--- src/rtl/ff_pkg.sv ---
// rtl/ff_pkg.sv - shared ROM geometry constants and output beat type for the derivative fetch stage
//
// Contents:
//   ROM_ADDR_W/ROM_ROW_W/ROM_COL_W : neg_derivative_rom address split {row, col}
//   ROM_ROW_MAX/ROM_COL_MAX        : largest row/col index held by the ROM
//   DERIV_W/BEAT_IDX_W             : payload field widths of deriv_beat_t
//   deriv_beat_t                   : one output beat {deriv, idx, last}
package ff_pkg;

    localparam int ROM_ADDR_W  = 8;
    localparam int ROM_ROW_W   = 4;
    localparam int ROM_COL_W   = 4;
    localparam int ROM_ROW_MAX = 15;
    localparam int ROM_COL_MAX = 15;

    localparam int DERIV_W     = 16;
    localparam int BEAT_IDX_W  = 10;

    typedef struct packed {
        logic signed [DERIV_W-1:0]    deriv;
        logic        [BEAT_IDX_W-1:0] idx;
        logic                         last;
    } deriv_beat_t;

endpackage

--- src/rtl/ff_sync_fifo.sv ---
// rtl/ff_sync_fifo.sv - register-based synchronous FIFO with occupancy count
//
// Ports:
//   clk, rst_n            : clock, asynchronous active-low reset
//   push, push_data       : write request and data (ignored when full unless popping)
//   pop                   : read request (ignored when empty)
//   pop_data              : head entry, read straight from registers
//   empty                 : no entries held
//   count                 : number of entries held, 0..DEPTH
module ff_sync_fifo #(
    parameter  int WIDTH = 8,
    parameter  int DEPTH = 4,
    localparam int PTR_W = $clog2(DEPTH),
    localparam int CNT_W = $clog2(DEPTH) + 1
) (
    input  logic             clk,
    input  logic             rst_n,
    input  logic             push,
    input  logic [WIDTH-1:0] push_data,
    input  logic             pop,
    output logic [WIDTH-1:0] pop_data,
    output logic             empty,
    output logic [CNT_W-1:0] count
);

    logic [WIDTH-1:0] mem_q [DEPTH];
    logic [WIDTH-1:0] mem_d [DEPTH];
    logic [PTR_W-1:0] wr_ptr_q, wr_ptr_d;
    logic [PTR_W-1:0] rd_ptr_q, rd_ptr_d;
    logic [CNT_W-1:0] count_q, count_d;
    logic             full;
    logic             do_push;
    logic             do_pop;

    assign empty    = (count_q == '0);
    assign full     = (count_q == CNT_W'(DEPTH));
    assign count    = count_q;
    assign pop_data = mem_q[rd_ptr_q];

    always_comb begin
        do_pop  = pop && !empty;
        // A pop in the same cycle frees the slot the push lands in.
        do_push = push && (!full || do_pop);

        mem_d    = mem_q;
        wr_ptr_d = wr_ptr_q;
        rd_ptr_d = rd_ptr_q;
        if (do_push) begin
            mem_d[wr_ptr_q] = push_data;
            // DEPTH is a power of two, so pointer overflow is the wrap.
            wr_ptr_d        = wr_ptr_q + 1'b1;
        end
        if (do_pop) begin
            rd_ptr_d = rd_ptr_q + 1'b1;
        end
        count_d = count_q + CNT_W'(do_push) - CNT_W'(do_pop);
    end

    always_ff @(posedge clk or negedge rst_n) begin
        if (!rst_n) begin
            for (int i = 0; i < DEPTH; i++) begin
                mem_q[i] <= '0;
            end
            wr_ptr_q <= '0;
            rd_ptr_q <= '0;
            count_q  <= '0;
        end else begin
            for (int i = 0; i < DEPTH; i++) begin
                mem_q[i] <= mem_d[i];
            end
            wr_ptr_q <= wr_ptr_d;
            rd_ptr_q <= rd_ptr_d;
            count_q  <= count_d;
        end
    end

endmodule

--- src/rtl/ff_derivative_fetch.sv ---
// rtl/ff_derivative_fetch.sv - quantizes (goodness, spike count) into neg_derivative_rom lookups and streams scaled derivatives
//
// Ports:
//   clk, rst_n                         : clock, asynchronous active-low reset
//   in_valid/in_ready                  : sample handshake
//   in_goodness/in_spike_cnt/in_idx    : sample payload (signed goodness, spike count, neuron index)
//   in_last                            : last sample of the frame
//   lr_shift                           : arithmetic right shift applied to the derivative
//   rom_addr/rom_dout                  : ROM address out, registered ROM data back one cycle later
//   out_valid/out_ready                : derivative handshake
//   out_deriv/out_idx/out_last         : scaled derivative, neuron index, frame last flag
//   frame_done                         : pulse in the cycle after the last beat handshakes
module ff_derivative_fetch
    import ff_pkg::*;
#(
    parameter int GOOD_WIDTH = 16,
    parameter int CNT_WIDTH  = 8,
    parameter int IDX_WIDTH  = BEAT_IDX_W,
    parameter int GOOD_SHIFT = 4,
    parameter int OUT_WIDTH  = DERIV_W,
    parameter int FIFO_DEPTH = 4
) (
    input  logic                         clk,
    input  logic                         rst_n,
    input  logic                         in_valid,
    output logic                         in_ready,
    input  logic signed [GOOD_WIDTH-1:0] in_goodness,
    input  logic        [CNT_WIDTH-1:0]  in_spike_cnt,
    input  logic        [IDX_WIDTH-1:0]  in_idx,
    input  logic                         in_last,
    input  logic        [3:0]            lr_shift,
    output logic        [ROM_ADDR_W-1:0] rom_addr,
    input  logic        [7:0]            rom_dout,
    output logic                         out_valid,
    input  logic                         out_ready,
    output logic signed [OUT_WIDTH-1:0]  out_deriv,
    output logic        [IDX_WIDTH-1:0]  out_idx,
    output logic                         out_last,
    output logic                         frame_done
);

    localparam int FCNT_W = $clog2(FIFO_DEPTH) + 1;
    // One extra bit so fifo_count + two pipeline slots cannot overflow.
    localparam int CRD_W  = FCNT_W + 1;
    localparam logic signed [GOOD_WIDTH-1:0] ROW_MAX_G = GOOD_WIDTH'(ROM_ROW_MAX);

    logic                        in_ready_q,   in_ready_d;
    logic [ROM_ADDR_W-1:0]       rom_addr_q,   rom_addr_d;
    logic                        a_valid_q,    a_valid_d;
    logic [IDX_WIDTH-1:0]        a_idx_q,      a_idx_d;
    logic                        a_last_q,     a_last_d;
    logic                        b_valid_q,    b_valid_d;
    logic [IDX_WIDTH-1:0]        b_idx_q,      b_idx_d;
    logic                        b_last_q,     b_last_d;
    logic                        frame_done_q, frame_done_d;

    logic                        accept;
    logic signed [GOOD_WIDTH-1:0] g;
    logic [ROM_ROW_W-1:0]        row;
    logic [ROM_COL_W-1:0]        col;
    logic signed [OUT_WIDTH-1:0] d_ext;
    logic signed [OUT_WIDTH-1:0] d_shift;
    logic                        pop;
    logic [CRD_W-1:0]            credit_used;

    deriv_beat_t                 push_beat;
    deriv_beat_t                 pop_beat;
    logic                        fifo_empty;
    logic [FCNT_W-1:0]           fifo_count;

    always_comb begin
        accept = in_valid && in_ready_q;

        // Quantizer: goodness picks the row, spike count picks the column.
        g = in_goodness >>> GOOD_SHIFT;
        if (g[GOOD_WIDTH-1]) begin
            row = '0;
        end else if (g > ROW_MAX_G) begin
            row = ROM_ROW_W'(ROM_ROW_MAX);
        end else begin
            row = g[ROM_ROW_W-1:0];
        end
        if (in_spike_cnt > CNT_WIDTH'(ROM_COL_MAX)) begin
            col = ROM_COL_W'(ROM_COL_MAX);
        end else begin
            col = in_spike_cnt[ROM_COL_W-1:0];
        end

        // Stage A: address goes to the ROM; rom_addr holds when idle.
        rom_addr_d = accept ? {row, col} : rom_addr_q;
        a_valid_d  = accept;
        a_idx_d    = accept ? in_idx  : a_idx_q;
        a_last_d   = accept ? in_last : a_last_q;

        // Stage B: aligned with the ROM's registered output.
        b_valid_d  = a_valid_q;
        b_idx_d    = a_idx_q;
        b_last_d   = a_last_q;

        d_ext   = OUT_WIDTH'($signed(rom_dout));
        d_shift = d_ext >>> lr_shift;

        push_beat.deriv = d_shift;
        push_beat.idx   = b_idx_q;
        push_beat.last  = b_last_q;

        pop = out_valid && out_ready;

        // Every accepted sample already owns a FIFO slot, so the ROM
        // pipeline never has to stall. Evaluated on next-cycle occupancy
        // to keep in_ready a flop.
        credit_used = CRD_W'(fifo_count) + CRD_W'(b_valid_q) - CRD_W'(pop)
                    + CRD_W'(a_valid_d) + CRD_W'(b_valid_d);
        in_ready_d  = (credit_used < CRD_W'(FIFO_DEPTH));

        frame_done_d = pop && pop_beat.last;
    end

    always_ff @(posedge clk or negedge rst_n) begin
        if (!rst_n) begin
            in_ready_q   <= 1'b0;
            rom_addr_q   <= '0;
            a_valid_q    <= 1'b0;
            a_idx_q      <= '0;
            a_last_q     <= 1'b0;
            b_valid_q    <= 1'b0;
            b_idx_q      <= '0;
            b_last_q     <= 1'b0;
            frame_done_q <= 1'b0;
        end else begin
            in_ready_q   <= in_ready_d;
            rom_addr_q   <= rom_addr_d;
            a_valid_q    <= a_valid_d;
            a_idx_q      <= a_idx_d;
            a_last_q     <= a_last_d;
            b_valid_q    <= b_valid_d;
            b_idx_q      <= b_idx_d;
            b_last_q     <= b_last_d;
            frame_done_q <= frame_done_d;
        end
    end

    ff_sync_fifo #(
        .WIDTH ($bits(deriv_beat_t)),
        .DEPTH (FIFO_DEPTH)
    ) u_out_fifo (
        .clk       (clk),
        .rst_n     (rst_n),
        .push      (b_valid_q),
        .push_data (push_beat),
        .pop       (pop),
        .pop_data  (pop_beat),
        .empty     (fifo_empty),
        .count     (fifo_count)
    );

    assign in_ready   = in_ready_q;
    assign rom_addr   = rom_addr_q;
    assign out_valid  = !fifo_empty;
    assign out_deriv  = pop_beat.deriv;
    assign out_idx    = pop_beat.idx;
    assign out_last   = pop_beat.last;
    assign frame_done = frame_done_q;

endmodule

--- config.mk ---
export PLATFORM = sky130hd
export DESIGN_NAME = ff_derivative_fetch
export DESIGN_NICKNAME = d
export VERILOG_FILES = /design/src/rtl/ff_pkg.sv /design/src/rtl/ff_sync_fifo.sv /design/src/rtl/ff_derivative_fetch.sv
export SDC_FILE = /design/constraint.sdc
export NUM_CORES = 1
export LEC_CHECK = 0
export BUFFER_PORTS_ARGS = -buffer_cell sky130_fd_sc_hd__clkbuf_2
export CAP_MARGIN = 20
export CORE_ASPECT_RATIO = 0.75
export CORE_MARGIN = 1.5
export CORE_UTILIZATION = 56
export CTS_CLUSTER_DIAMETER = 30
export DETAILED_ROUTE_END_ITERATION = 8
export PLACE_DENSITY = 0.85
export SYNTH_ARGS = -nofsm -noshare
export SYNTH_HDL_FRONTEND = slang
export SYNTH_SLANG_ARGS = --single-unit
--- constraint.sdc ---
create_clock -name clk -period 3.08 [get_ports clk]
set_input_delay 0.616 -clock clk [delete_from_list [all_inputs] [get_ports clk]]
set_output_delay 0.616 -clock clk [all_outputs]
set_load 0.005 [all_outputs]
Word-level counts from Yosys, hierarchy flattened. Index checks and enable logic that the tools add are counted.

Flip-flop bits (word level): 149. Bits of input ports: 51. Output and inout bits: 38. Logic and storage cells: 53.

$add $sub $neg: 8. $lt $le $gt $ge: 6. Equality and inequality tests: 1. Shift operators: 1. Multiplexer cells: 9. Bitwise gates (word level): 2. Reductions and logical operators: 10.

Operators with widths (number): $bwmux W108 (1); $mux W27 (3); $bmux W27 S2 (1); $demux W27 S2 (1); $sshr A8 B4 Y16 (1); $gt A12 B5 Y1 const B (1); $mux W4 (3); $add A4 B1 Y4 (2); $gt A8 B4 Y1 const B (1); $ge A3 B3 Y1 const B (2); $logic_and A1 B1 Y1 (6); $not A2 Y3 (2); $add A2 B1 Y2 const B (2); $add A3 B1 Y4 (1); $lt A4 B3 Y1 const B (1); $sub A4 B1 Y4 (1); $add A3 B1 Y3 (1); $eq A3 B3 Y1 const B (1); $logic_not A3 Y1 (1); $lt A3 B1 Y1 const B (1); $sub A3 B1 Y3 (1); $logic_not A1 Y1 (2); $logic_or A1 B1 Y1 (1).

Longest topological paths before layout. Gate-level depths: netlist (run 1).

Word-level depth: 8. Gate-level depth with buffers: 9. Gate-level depth less buffers: 9.

Modules after synthesis. A second synthesis (run 1) with hierarchy kept.

Cell total of the unflattened synthesis: 451. Area total of the unflattened synthesis: 6678.9 sq um.

Modules (own cells, without submodules): ff_sync_fifo (times used 1, cells each 295, area each 5077.4 sq um, sequential area each 2877.8 sq um); ff_derivative_fetch (times used 1, cells each 156, area each 1601.5 sq um, sequential area each 850.8 sq um).

Least setup slack after synthesis (run 1). No wires, ideal clock.

Path type: flip-flop to flip-flop. Start: register u_out_fifo.count_q[0], in the netlist u_out_fifo.count[0]. End: register in_ready_q, in the netlist in_ready. Setup time: 82 ps. Data arrival time: 2222 ps. Required time: 2998 ps. Path slack: 776 ps. Cell stages (with the launch flop): 10. Path buffers: 0. Clock period less this slack: 2304 ps. Path through: dfrtp_1 -> or3_1 -> and2_1 -> ha_1 -> inv_1 -> fa_1 -> ha_1 -> a31oi_1 -> nand2_1 -> o22ai_1.

Cells in the longest elaborated chain, start to end: 7. Elaborated cells on any way between the ends: 8. Those cells by class: add/sub (4); order compare (1); reduce/logical (3).

RTL lines: from (decl) (RTL line ff_sync_fifo.sv:30) `logic [CNT_W-1:0] count_q, count_d;`; from (signal assigned) (RTL line ff_sync_fifo.sv:73) `count_q <= count_d;`; $logic_not A3 Y1 (RTL line ff_sync_fifo.sv:35) `assign empty = (count_q == '0);`; $logic_not A1 Y1 (RTL line ff_derivative_fetch.sv:159) `assign out_valid = !fifo_empty;`; named net out_valid (RTL line ff_derivative_fetch.sv:34) `output logic out_valid,`; $logic_and A1 B1 Y1 (RTL line ff_derivative_fetch.sv:107) `pop = out_valid && out_ready;`; $sub A4 B1 Y4 (RTL line ff_derivative_fetch.sv:112) `credit_used = CRD_W'(fifo_count) + CRD_W'(b_valid_q) - CRD_W'(pop)`; $add A4 B1 Y4 (2 in a row) (RTL line ff_derivative_fetch.sv:113) `+ CRD_W'(a_valid_d) + CRD_W'(b_valid_d);`; $lt A4 B3 Y1 (RTL line ff_derivative_fetch.sv:114) `in_ready_d = (credit_used < CRD_W'(FIFO_DEPTH));`; named net in_ready_d (RTL line ff_derivative_fetch.sv:47) `logic in_ready_q, in_ready_d;`; to (signal assigned) (RTL line ff_derivative_fetch.sv:131) `in_ready_q <= in_ready_d;`; to (decl) (RTL line ff_derivative_fetch.sv:47).

The timed path passes the listed nets, and every way through them passes these cells. A chain may end at the register's enable or synchronous reset.

Worst setup path after layout (run 1).
Start: register u_out_fifo.rd_ptr_q[0]. End: output port out_last.

Cells in the longest elaborated chain, start to end: 4.

RTL lines: from (decl) (RTL line ff_sync_fifo.sv:29) `logic [PTR_W-1:0] rd_ptr_q, rd_ptr_d;`; from (signal assigned) (RTL line ff_sync_fifo.sv:72) `rd_ptr_q <= rd_ptr_d;`; $not A2 Y3 (implied by the code) (RTL line ff_sync_fifo.sv:38) `assign pop_data = mem_q[rd_ptr_q];`; $bmux W27 S2 (RTL line ff_sync_fifo.sv:38); $mux W27 (implied by the code) (2 in a row) (RTL line ff_sync_fifo.sv:38); to (decl) (RTL line ff_derivative_fetch.sv:38) `output logic out_last,`.

No other way between the ends. The select of a mux whose other input is x is not followed.

==> results of run 1 <==
==> layer usage <==
metal	GRT usage, %	share of wire (%)
met3	7.75	7.9
met2	44.5	50
met1	32.8	41
met4	8.20	0.92
met5	0	0
==> logic make-up after synthesis <==
group                    count (synthesis)  share of synthesized area, %
multiplexers                            37                          12.1
flip-flops                             117                          54.7
buffers and inverters                   53                          5.23
AO/OA/AOI/OAI                           46                          5.38
adder cells (fa/ha/maj)                 13                          3.32
XOR/XNOR                                 5                         0.818
AND/OR/NAND/NOR                        240                          18.5
==> metrics by stage <==
step	worst slack, ns	utilization [%]	cells
floorplan	0.776	-	511
global placement	0.656	63.4	696
detailed placement	0.557	63.4	696
CTS	0.387	69.9	728
global route	0.322	69.9	728
finish	0.422	69.9	728
==> registers in the layout, summed over array words and instances, names as in the netlist <==
signal / flops
a_valid_q: 1
u_out_fifo.count: 3
a_last_q: 1
u_out_fifo.mem_q: 76
u_out_fifo.rd_ptr_q: 2
rom_addr: 8
b_last_q: 1
in_ready: 1
u_out_fifo.wr_ptr_q: 2
frame_done: 1
a_idx_q: 10
b_valid_q: 1
b_idx_q: 10
==> how the worst max path moves through the flow <==
| stage | from | endpoint | slack [ns] | cells after the start |
|---|---|---|---|---|
| CTS | u_out_fifo.rd_ptr_q[0]$_DFFE_PN0P_ | out_last | 0.39 | 3 |
| finish | u_out_fifo.rd_ptr_q[0]$_DFFE_PN0P_ | out_last | 0.42 | 3 |
| floorplan | u_out_fifo.count[0]$_DFF_PN0_ | in_ready$_DFF_PN0_ | 0.78 | 9 |
| global placement | u_out_fifo.count[0]$_DFF_PN0_ | in_ready$_DFF_PN0_ | 0.66 | 9 |
| detailed placement | u_out_fifo.count[0]$_DFF_PN0_ | in_ready$_DFF_PN0_ | 0.56 | 9 |
| global route | u_out_fifo.rd_ptr_q[0]$_DFFE_PN0P_ | out_deriv[13] | 0.32 | 3 |
==> Yosys cell counts (5+ instances only) <==
master / count
nand2_1: 206
dfrtp_1: 117
mux4_2: 19
buf_2: 17
inv_1: 14
o21ai_0: 14
ha_1: 11
mux2i_1: 10
buf_4: 8
mux2_4: 8
clkbuf_1: 7
a31oi_1: 6
nor2_1: 6
o21ai_1: 6
nand3_1: 5
nor2b_1: 5
o31ai_1: 5
==> where the power goes <==
part | internal (mW) | switching, mW | total, mW | leakage [nW]
Clock | 1.21 | 0.753 | 1.96 | 0.283
Combinational | 1.12 | 1.07 | 2.19 | 1.53
Sequential | 2.22 | 0.487 | 2.71 | 1.46
Total | 4.55 | 2.31 | 6.86 | 3.28
==> worst max-delay path, delay by kind of cell (launching register included) <==
| kind | cells | cell delay (ns) |
|---|---|---|
| flip-flops | 1 | 0.60 |
| multiplexers | 1 | 0.58 |
| buffers and inverters | 2 | 0.44 |
==> cell type report <==
type	instances	share of cell area (%)
clock buffers	18	6.71
flip-flops and latches	117	45.7
inverters	15	0.880
repair buffers	95	8.09
well taps	128	2.50
multi-input cells	341	33.5
clock inverters	14	2.54
==> flow_metrics.env, run 1 <==
export IMPL_status="completed"
export IMPL_cts_made_buffers=17
export IMPL_critical_path_cell_chain="buf_4 > mux4_2 > clkbuf_2"
export IMPL_post_layout_net_count=651
export IMPL_rows=30
export IMPL_final_common_cell="nand2_1"
export IMPL_setup_tns_final_ns=0
export IMPL_hold_slack_ns=0.232
export IMPL_yosys_warnings=0
export IMPL_clock_tree_root_cell="clkbuf_16"
export IMPL_setup_repair_after_global_routing_missed_its_margin="no"
export IMPL_yosysSeqAreaShare_pct=54.7
export IMPL_syn_cell_area_um2=5350
export IMPL_port_buffers=84
export IMPL_fp_dieArea_um2=10200
export IMPL_cpPeakStageDelay_ns=0.60
export IMPL_critPathKind="flop to output pin"
export IMPL_syn_area_per_cell_um2=10.5
export IMPL_drv_max_cap_violation_count=0
export IMPL_skew_ns=0.00976
export IMPL_drtAntennaViolNets=0
export IMPL_slowest_stage="dfrtp_1"
export IMPL_synthTopCellsByArea="dfrtp_1, nand2_1, mux4_2"
export IMPL_timing_final_hold_violations=0
export IMPL_slew_headroom_pct=56.3
export IMPL_worstPathMaxFanout=9
export IMPL_share_of_async_settable_or_async_resettable_flops_after_synthesis_pct=100
export IMPL_synth_top_area_share_pct=54.7
export IMPL_post_cts_buffers=0
export IMPL_multi_input_comb_area_um2=2150
export IMPL_design_core_area_um2=9160
export IMPL_place_congestion=0.875
export IMPL_route_detailed_wl_per_inst_um=16.3
export IMPL_crit_reg2reg_capture="in_ready$_DFF_PN0_"
export IMPL_ff2ff_setup_slack_ns=0.48
export IMPL_layout_drive_gt1_share_pct=26.2
export IMPL_place_detailed_hpwl_um=7980
export IMPL_gr_total_overflow=0
export IMPL_regToRegStartpoint="u_out_fifo.count[0]$_DFF_PN0_"
export IMPL_vias=3972
export IMPL_ir_worst_vdd_mv=0.553
export IMPL_starting_density_of_the_core_pct=58.5
export IMPL_cts_repair_resized=0
export IMPL_cts_htree_levels=4
export IMPL_detail_route_iter0_violations=211
export IMPL_max_clock_freq_mhz=376
export IMPL_first_global_vias=4078
export IMPL_totalWireLength_um=11900
export IMPL_timing_final_crit_period_ns=2.66
export IMPL_worst_ep_required_time_ns=2.46
export IMPL_io_pin_count=89
export IMPL_cellPowerDensity_nw_per_um2=1070
export IMPL_synth_seq_cells=117
export IMPL_max_slew_violation_total_from_the_final_report=0
export IMPL_postLayoutCellArea_um2=6400
export IMPL_grt_antenna_before_repair=0
export IMPL_register_area_um2=2930
export IMPL_reg2reg_depth=9
export IMPL_die_h_um=87.7
export IMPL_first_pass_iters=5
export IMPL_grt_total_usage_pct=26.2
export IMPL_cts_hold_buffers_added=0
export IMPL_ctsLongestPathBuffers=2
export IMPL_critical_path_startpoint_type="flop"
export IMPL_tritoncts="built"
export IMPL_post_place_instance_area_um2=5810
export IMPL_synth_distinct_cells=43
export IMPL_layout_common_cells="nand2_1, dfrtp_1, clkbuf_2"
export IMPL_numClockSinks=117
export IMPL_worst_hold_path_class="input port to asynchronous set/reset pin"
export IMPL_critPathArrivalTime_ns=2.04
export IMPL_power_leakage_nw=3.28
export IMPL_insertedDiodeCount=0
export IMPL_net_count_synth=575
export IMPL_postSynth_topFlopCell="dfrtp_1"
export IMPL_synth_enable_flop_cells=0
export IMPL_setup_violating_endpoint_count_in_the_final_report=0
export IMPL_fin_crit_sh_pct=86.3
export IMPL_grt_max_degree=53
export IMPL_cts_reportedPaths_clkPinSlew_ns=0.06
export IMPL_insertion_delay_ns=0.41
export IMPL_timing_worst_slew_pin_value_ns=0.655
export IMPL_count_of_mapped_cells_out_of_synthesis=511
export IMPL_grt_pass1_wl_um=19800
export IMPL_crit_path_end_kind="output pin"
export IMPL_area_growth_synth_to_final_pct=19.5
export IMPL_avgViaCountPerCell=5.46
export IMPL_most_area_hungry_cell_type_in_the_yosys_netlist="dfrtp_1"
export IMPL_post_layout_total_power_mw=6.86
export IMPL_num_fill_cells=654
export IMPL_drcViolationCount=0
export IMPL_chipWidth_um=116
Note: power is estimated with default switching activity, not from simulation.
==> run 2: changes to the inputs <==
--- a/config.mk
+++ b/config.mk
@@ -10,6 +10,7 @@
 export CORE_ASPECT_RATIO = 0.75
 export CORE_MARGIN = 1.5
 export CORE_UTILIZATION = 56
+export CTS_BUF_LIST = sky130_fd_sc_hd__clkbuf_16
 export CTS_CLUSTER_DIAMETER = 30
 export DETAILED_ROUTE_END_ITERATION = 8
 export PLACE_DENSITY = 0.85
==> run 2 against run 1 <==
Maximum frequency hardly changed. Non-clock buffer count stayed put. Wire length stayed put. Cell area stayed put. Total power hardly changed. Worst hold slack hardly changed. Utilization stayed put. Cell count stayed put. Sequential power hardly changed. Clock skew hardly changed. Register-to-register slack hardly changed. Critical endpoint unchanged.
==> flow_metrics.env, run 2 (synthesis gave the netlist of run 1 again) <==
export IMPL_dpl_cell_count=696
export IMPL_post_place_instance_area_um2=5810
export IMPL_drv_max_cap_violation_count=0
export IMPL_numClockSinks=117
export IMPL_cts_hold_buffers_added=0
export IMPL_setup_violating_endpoint_count_in_the_final_report=0
export IMPL_finish_cell_count_without_fillers=728
export IMPL_max_slew_violation_total_from_the_final_report=0
export IMPL_insertedDiodeCount=0
export IMPL_grt_antenna_before_repair=0
export IMPL_num_fill_cells=654
export IMPL_cpPeakStageDelay_ns=0.60
export IMPL_drtAntennaViolNets=0
export IMPL_first_pass_iters=5
export IMPL_vias=3972
export IMPL_grt_max_degree=53
export IMPL_status="completed"
export IMPL_timing_final_hold_violations=0
export IMPL_slew_headroom_pct=56.3
export IMPL_critical_path_cell_chain="buf_4 > mux4_2 > clkbuf_2"
export IMPL_cellPowerDensity_nw_per_um2=1070
export IMPL_place_detailed_hpwl_um=7980
export IMPL_tritoncts="built"
export IMPL_detailedPlace_worstSlack_ns=0.557
export IMPL_layout_top_registers="u_out_fifo.mem_q (76), a_idx_q (10), b_idx_q (10)"
export IMPL_grt_pass1_wl_um=19800
export IMPL_worstPathMaxFanout=9
export IMPL_number_of_buffers_and_inverters_on_the_critical_path=2
export IMPL_postLayoutCellArea_um2=6400
export IMPL_ctsLongestPathBuffers=2
export IMPL_worst_ep_required_time_ns=2.46
export IMPL_skew_ns=0.00976
export IMPL_timing_final_crit_period_ns=2.66
export IMPL_final_common_cell="nand2_1"
export IMPL_largest_register="u_out_fifo.mem_q"
export IMPL_post_layout_net_count=651
export IMPL_worst_hold_path_class="input port to asynchronous set/reset pin"
export IMPL_design_core_area_um2=9160
export IMPL_critical_path_startpoint_type="flop"
export IMPL_cts_htree_levels=4
export IMPL_fp_dieArea_um2=10200
export IMPL_worst_slack_ns=0.422
export IMPL_crit_path_end_kind="output pin"
export IMPL_cts_reportedPaths_clkPinSlew_ns=0.06
export IMPL_fin_crit_sh_pct=86.3
export IMPL_max_clock_freq_mhz=376
export IMPL_critPathTopFamily="flip-flops"
export IMPL_chipWidth_um=116
export IMPL_rows=30
export IMPL_hold_slack_ns=0.232
export IMPL_layout_common_cells="nand2_1, dfrtp_1, clkbuf_2"
export IMPL_starting_density_of_the_core_pct=58.5
export IMPL_critPathArrivalTime_ns=2.04
export IMPL_slowest_stage="dfrtp_1"
export IMPL_post_cts_buffers=0
export IMPL_clock_tree_root_cell="clkbuf_16"
export IMPL_io_pin_count=89
export IMPL_largest_register_ffs=76
export IMPL_setup_repair_after_global_routing_missed_its_margin="no"
export IMPL_route_detailed_wl_per_inst_um=16.3
export IMPL_area_growth_synth_to_final_pct=19.5
export IMPL_register_area_um2=2930
export IMPL_grt_total_usage_pct=26.2
export IMPL_avgViaCountPerCell=5.46
export IMPL_timing_worst_slew_pin_value_ns=0.655
export IMPL_first_global_vias=4078
export IMPL_setup_tns_final_ns=0
export IMPL_place_congestion=0.875
export IMPL_ir_worst_vdd_mv=0.553
export IMPL_cts_made_buffers=17
export IMPL_layout_drive_gt1_share_pct=26.2
export IMPL_insertion_delay_ns=0.41
export IMPL_detail_route_iter0_violations=213
export IMPL_critPathKind="flop to output pin"
export IMPL_die_h_um=87.7
export IMPL_power_leakage_nw=3.28
export IMPL_gr_total_overflow=0
export IMPL_cts_repair_resized=0
export IMPL_multi_input_comb_area_um2=2150
export IMPL_totalWireLength_um=11900
export IMPL_drcViolationCount=0
export IMPL_port_buffers=84
run 2: cell types whose count changed in the layout (fill, tap and decap cells not counted), sizes merged:
cell / delta
clkbuf: -1
inv: +1
run 2: layout make-up:
cell class                      instances  area share (%)
Clock inverter                         15            2.60
Sequential cell                       117            45.7
Clock buffer                           17            6.65
Tap cell                              128            2.50
Multi-Input combinational cell        341            33.5
Timing Repair Buffer                   95            8.09
Inverter                               15           0.880
run 2: worst register-to-register path, stage by stage (launching register included):
cell and delay, ns:
dfrtp_1 0.42, or3_1 0.42, and2_1 0.18, ha_1 0.28, inv_1 0.07, fa_1 0.37, ha_1 0.31, a31oi_1 0.22
nand2_1 0.08, o22ai_1 0.18
run 2: per-layer routing:
layer	track usage [%]	wire, µm
met4	8.20	109
met1	32.8	4920
met3	7.75	933
met5	0	0
met2	44.5	5910
run 2: final timing paths:
kind	end	cells after the start	slack, ns	startpoint
max reg2reg	in_ready$_DFF_PN0_	9	0.48	u_out_fifo.count[0]$_DFF_PN0_
max in group asynchronous	u_out_fifo.mem_q[62]$_DFFE_PN0P_	2	2.12	rst_n
min reg2reg	b_idx_q[1]$_DFF_PN0_	0	0.37	a_idx_q[1]$_DFFE_PN0P_
max	out_last	3	0.42	u_out_fifo.rd_ptr_q[0]$_DFFE_PN0P_
min	u_out_fifo.mem_q[94]$_DFFE_PN0P_	1	0.23	rst_n
min in group clk	b_idx_q[1]$_DFF_PN0_	0	0.37	a_idx_q[1]$_DFFE_PN0P_
run 2: report_power, final:
group	switching (mW)	total (mW)	internal (mW)
Combinational	1.07	2.19	1.12
Clock	0.753	1.96	1.21
Sequential	0.487	2.71	2.22
Total	2.31	6.85	4.54
run 2: metrics by stage:
step	power, mW	utilization, %
2_1_floorplan	4.14	-
3_3_place_gp	4.71	63.4
3_5_place_dp	4.89	63.4
4_1_cts	6.90	69.9
5_1_grt	7.29	69.9
6_report	6.85	69.9
